<file path="src/rtl/mult_arbiter.sv">
// mult_arbiter: round-robin front end that shares one sequential multiplier
// (run/ready/product handshake) between two requesters. It latches the
// winner's operands, pulses run, waits for ready with a timeout, and routes
// the product or an abort indication back to the winner.
`timescale 1ns/1ps

module mult_arbiter #(
    parameter int unsigned WIDTH   = 32,
    parameter int unsigned TIMEOUT = 128
) (
    input  logic                 clk,
    input  logic                 reset,
    input  logic                 req0,
    input  logic                 req1,
    input  logic [WIDTH-1:0]     a0,
    input  logic [WIDTH-1:0]     b0,
    input  logic [WIDTH-1:0]     a1,
    input  logic [WIDTH-1:0]     b1,
    output logic                 gnt0,
    output logic                 gnt1,
    output logic                 done0,
    output logic                 done1,
    output logic                 err0,
    output logic                 err1,
    output logic [2*WIDTH-1:0]   result,
    output logic                 busy,
    output logic [WIDTH-1:0]     mult_multiplicand,
    output logic [WIDTH-1:0]     mult_multiplier,
    output logic                 mult_run,
    output logic                 mult_reset,
    input  logic                 mult_ready,
    input  logic [2*WIDTH-1:0]   mult_product
);

    localparam int unsigned CW = $clog2(TIMEOUT);
    // WAIT leaves on the cycle whose incremented count would reach TIMEOUT-1,
    // so the abort lands exactly TIMEOUT cycles after SETTLE.
    localparam logic [CW-1:0] CNT_LAST = CW'(TIMEOUT - 2);

    typedef enum logic [2:0] {
        S_IDLE,
        S_ISSUE,
        S_SETTLE,
        S_WAIT,
        S_DONE,
        S_RECOVER
    } state_t;

    state_t               state_q, state_d;
    logic                 owner_q, owner_d;
    logic                 last_q,  last_d;
    logic [WIDTH-1:0]     opa_q,   opa_d;
    logic [WIDTH-1:0]     opb_q,   opb_d;
    logic [2*WIDTH-1:0]   result_q, result_d;
    logic [CW-1:0]        cnt_q,   cnt_d;
    logic                 pick;

    // Arbitration: sole requester wins; on a tie, the one that did not go last.
    always_comb begin
        pick = req1;
        if (req0 && req1) begin
            pick = ~last_q;
        end
    end

    // State, ownership, operand, result and timeout registers.
    always_ff @(posedge clk or negedge reset) begin
        if (!reset) begin
            state_q  <= S_IDLE;
            owner_q  <= 1'b0;
            last_q   <= 1'b1;
            opa_q    <= '0;
            opb_q    <= '0;
            result_q <= '0;
            cnt_q    <= '0;
        end else begin
            state_q  <= state_d;
            owner_q  <= owner_d;
            last_q   <= last_d;
            opa_q    <= opa_d;
            opb_q    <= opb_d;
            result_q <= result_d;
            cnt_q    <= cnt_d;
        end
    end

    // Next-state logic for the arbitration / sequencing FSM.
    always_comb begin
        state_d  = state_q;
        owner_d  = owner_q;
        last_d   = last_q;
        opa_d    = opa_q;
        opb_d    = opb_q;
        result_d = result_q;
        cnt_d    = cnt_q;
        case (state_q)
            S_IDLE: begin
                if (req0 || req1) begin
                    owner_d = pick;
                    opa_d   = pick ? a1 : a0;
                    opb_d   = pick ? b1 : b0;
                    state_d = S_ISSUE;
                end
            end
            S_ISSUE: begin
                state_d = S_SETTLE;
            end
            S_SETTLE: begin
                // Ready is still stale here (the multiplier drops it after run).
                cnt_d   = '0;
                state_d = S_WAIT;
            end
            S_WAIT: begin
                if (mult_ready) begin
                    result_d = mult_product;
                    state_d  = S_DONE;
                end else if (cnt_q == CNT_LAST) begin
                    result_d = '0;
                    state_d  = S_RECOVER;
                end else begin
                    cnt_d = cnt_q + 1'b1;
                end
            end
            S_DONE: begin
                last_d  = owner_q;
                state_d = S_IDLE;
            end
            S_RECOVER: begin
                result_d = '0;
                last_d   = owner_q;
                state_d  = S_IDLE;
            end
            default: begin
                state_d = S_IDLE;
            end
        endcase
    end

    // Moore-decoded pulses and status from registered state and owner.
    always_comb begin
        gnt0     = 1'b0;
        gnt1     = 1'b0;
        done0    = 1'b0;
        done1    = 1'b0;
        err0     = 1'b0;
        err1     = 1'b0;
        mult_run = 1'b0;
        busy     = (state_q != S_IDLE);
        case (state_q)
            S_ISSUE: begin
                gnt0     = ~owner_q;
                gnt1     = owner_q;
                mult_run = 1'b1;
            end
            S_DONE: begin
                done0 = ~owner_q;
                done1 = owner_q;
            end
            S_RECOVER: begin
                err0 = ~owner_q;
                err1 = owner_q;
            end
            default: begin
                gnt0 = 1'b0;
            end
        endcase
    end

    assign result            = result_q;
    assign mult_multiplicand = opa_q;
    assign mult_multiplier   = opb_q;
    assign mult_reset        = ~reset | (state_q == S_RECOVER);

endmodule

</file>
<file path="config.mk">
export PLATFORM = sky130hd
export DESIGN_NAME = mult_arbiter
export DESIGN_NICKNAME = d
export VERILOG_FILES = /design/src/rtl/mult_arbiter.sv
export SDC_FILE = /design/constraint.sdc
export NUM_CORES = 1
export LEC_CHECK = 0
export CAP_MARGIN = 20
export CORE_MARGIN = 2
export CORE_UTILIZATION = 38
export CTS_BUF_LIST = sky130_fd_sc_hd__clkbuf_2
export DETAILED_ROUTE_END_ITERATION = 6
export MAX_ROUTING_LAYER = met4
export PLACE_DENSITY = 0.8
export SETUP_SLACK_MARGIN = 0.5
export SLEW_MARGIN = 25
export SYNTH_ARGS = -nofsm -noshare
export SYNTH_HDL_FRONTEND = slang
export SYNTH_SLANG_ARGS = --single-unit
</file>
<file path="constraint.sdc">
create_clock -name clk -period 2 [get_ports clk]
set_clock_uncertainty 0.2 [all_clocks]
set_input_delay 0.4 -clock clk [delete_from_list [all_inputs] [get_ports clk]]
set_output_delay 0.4 -clock clk [all_outputs]
set_load 0.005 [all_outputs]
</file>
==> metrics.md <==
| Metric | Value |
|---|---|
| Most common cell after layout, fill and taps aside | `clkdlybuf4s50_1` |
| Vias in the first global route | `~8600` |
| # setup viols final | `~140` |
| Cell accounting for the most synthesized area | `dfrtp_1` |
| DRT antenna net count | `0` |
| RePlAce Congestion | `between 0.8 and 0.9` |
| Reg2Reg Setup Slack | `-640 ps` |
| Hold EP | `result[49]$_DFFE_PN0P_` |
| Die X | `140 um` |
| CP Class | `reg2reg` |
| Fmax | `between 300 and 400 MHz` |
| Root Driver | `clkbuf_2` |
| Worst EP required | `about 2500 ps` |
| # IOs | `around 330` |
| Final Cycle Share | `132%` |
| Actual slew at the worst max-slew pin | `roughly 840 ps` |
| Area contributors post-synth | `dfrtp_1 50%, mux2i_1 9.4%, nand3_2 8.6%, nand2_2 5.4%, nand3_1 5.1%` |
| Routed len/inst | `roughly 23 um` |
| Initial antenna violation count | `1` |
| Crit-path slowest cell | `dfrtp_2` |
| Crit start category | `flip-flop` |
| Min cycle time layout | `between 2000 and 3000 ps` |
| # rows | `49` |
| Gr usage total | `a little under a third` |
| Core area | `~0.018 mm2` |
| Placed wire-length estimate | `16200 um` |
| IO buf count | `around 330` |
| Synth cell types | `41` |
| Via count | `between 8000 and 9000` |
| Clock buffer depth | `2` |
| Most frequent cells in the layout | `195 x clkdlybuf4s50_1, 174 x buf_4, 131 x dfrtp_1, 116 x buf_2, 71 x buf_6` |
| Largest net degree at the start of global routing | `about 140` |
| H-tree depth | `4` |
| First-pass GRT wire length | `roughly 47000 um` |
| Ys flop type | `dfrtp_1` |
| RR Startpoint | `state_q[1]$_DFFE_PN0P_` |
| Layout Area Growth over Synthesis | `116%` |
| Die area | `about 0.020 mm2` |
| Clock Latency Late Sink | `about 760 ps` |
| Synthesized area | `roughly 0.0070 mm2` |
| Most numerous cell on the critical path | `buf_6` |
| Synthesized netlist cell count | `713` |
| Routed vias/inst | `approximately 5.4` |
| CTS clock-pin slew for the worst setup and hold paths | `250 ps` |
| Post-DP Area | `approximately 0.011 mm2` |
| Die Y | `approximately 140 um` |
| LEAKAGE | `approximately 6.8 nW` |
| Rel. slew slack | `between 40 and 50%` |
| Drt pass-1 iters | `5` |
| CTS Sinks | `140` |
| Total wire length | `~37000 um` |
| Failing checks | `setup timing` |
| Synth warnings | `0` |
| Max Cap Viol | `0` |
| Worst EP arrival | `3140 ps` |
| VDD IR max | `approximately 0.00081 V` |
| CTS Buf Count | `17` |
| Layout Nets | `around 1600` |
| HP Start | `mult_product[49]` |
| Avg Cell Area, Syn | `9.81 um2` |
| Final Instance Area | `~0.015 mm2` |
| Top-area cell type share of the netlist area | `just under 50%` |
| Power Dens Cells | `1530 mW/mm2` |
| Slew Limit Fails | `0` |
| Share of cells above drive strength 1 | `a little over half` |
| Final hold violation count | `0` |
| CTS tree | `yes` |
| Post-synth ARST share | `100%` |
| Status | `finished, violations left` |
| Worst r2r dst | `result[17]$_DFFE_PN0P_` |
| Path depth of the worst reg2reg path | `14` |
| Initial Utilization | `between 30% and 40%` |
| FF+latch count, synth | `140` |
| Hold WS | `~53 ps` |
| Worst hold path type | `in2reg` |
| Setup crit end kind | `flip-flop` |
| Crit path max fanout | `7` |
| Critical Path Start | `state_q[1]$_DFFE_PN0P_` |
| CP Cell Sequence | `buf_6 -> buf_6 -> buf_6 -> buf_6 -> buf_6 -> buf_6 -> and3b_2 -> a311oi_4 -> buf_12 -> buf_12 -> buf_12 -> buf_16 -> nand2_4 -> nand3_2` |
| Sequential element share of the synthesized area | `between 50% and 60%` |
| Post-Synthesis Net Count | `~900` |
| RSZ-0062 raised after global routing | `true` |
| Worst path max stage delay | `around 510 ps` |
| Hold Path Stages | `3` |
| Number of synthesized flops with an enable pin | `0` |
| DRC Markers | `0` |
| Final WS setup | `-635 ps` |
| Global-route congestion overflow total | `0` |
| DRT iter0 DRCs | `620` |
Yosys cell counts, types with 2 or more instances:
| cell | instances |
|---|---|
| dfrtp_1 | 139 |
| nand2_1 | 74 |
| nor2_1 | 74 |
| nand3_1 | 71 |
| a21oi_1 | 70 |
| mux2i_1 | 66 |
| nand2_2 | 60 |
| nand3_2 | 60 |
| clkbuf_1 | 24 |
| buf_2 | 22 |
| buf_6 | 6 |
| and3_1 | 4 |
| inv_1 | 4 |
| a31oi_1 | 3 |
| nor3_1 | 3 |
| o21ai_0 | 3 |
| and2_1 | 2 |
| ha_1 | 2 |
| nand2b_1 | 2 |
| nor2b_1 | 2 |
| o31ai_1 | 2 |
critical path: cells and delay by family (launching register included):
family	cells	cell delay (ps)
buffers and inverters	10	1210
AND/OR/NAND/NOR	3	310
flip-flops	1	510
AO/OA/AOI/OAI	1	360
area by class of cell:
class,instances,area (um2)
timing repair buffer,686,6690
multi-input combinational,513,4330
sequential,140,3510
fill,802,2920
tap,229,287
clock inverter,12,161
clock buffer,20,100
inverter,5,23.8
antenna,1,2.50
flip-flops by register name (all words and copies together), names as in the netlist:
signal / cells
mult_multiplicand: 32
owner_q: 1
cnt_q: 7
result: 64
state_q: 3
mult_multiplier: 32
last_q: 1
how the worst max path moves through the flow:
| stage | endpoint | slack, ps | cells past startpoint |
|---|---|---|---|
| 2_1_floorplan | result[10]$_DFFE_PN0P_ | 50 | 8 |
| 6_report | result[17]$_DFFE_PN0P_ | -640 | 14 |
| 3_5_place_dp | mult_multiplier[15]$_DFFE_PN0P_ | -260 | 6 |
| 5_1_grt | gnt0 | -670 | 4 |
| 4_1_cts | gnt0 | -520 | 4 |
| 3_3_place_gp | mult_multiplier[15]$_DFFE_PN0P_ | -240 | 6 |
timing repair:
action                                 CTS  global route
endpoints found under the hold margin  201             0
setup buffers                          114           102
cloned                                  20             0
pin swaps                               12            20
gates resized for setup                794           149
hold buffers                            65             0
setup endpoints to repair              275           276
cell families (layout without fill, tap and decap cells):
group                    after synthesis  count (layout)  share of synthesized area (%)
AO/OA/AOI/OAI                         85              85                           6.73
flip-flops                           140             140                           50.1
multiplexers                          67              67                           9.61
buffers and inverters                 60             723                           4.33
other                                  0               1                              0
adder cells (fa/ha/maj)                2               2                          0.358
AND/OR/NAND/NOR                      359             359                           28.8
per-stage QoR:
step / utilization [%] / worst slack [ps] / cells / total power, mW / setup TNS [ps]
final: 83.8 / -635 / 1606 / 23.1 / -57020
after global routing: 83.8 / -667 / 1606 / 24.0 / -66720
after CTS: 75.8 / -524 / 1503 / 19.1 / -38120
after detailed placement: 61.0 / -255 / 1272 / 13.9 / -10090
after global placement: 61.0 / -240 / 1272 / 13.7 / -8180
after floorplan: - / 45.0 / 713 / 9.41 / 0
where the power goes:
group	internal (mW)	switching (mW)	leakage [nW]	total, mW
Clock	0.728	1.23	0.154	1.96
Sequential	4.20	1.09	1.55	5.29
Combinational	8.42	7.40	5.10	15.8
metal layers:
metal	track usage, %	part of all wire, %	vias to the layer above
met4	16.1	5.9	0
met1	35.2	36	4334
met2	53.0	51	473
met3	6.47	6.5	149
li1	-	-	3744
met5	-	0	-
(Power assumes the default switching activity.)
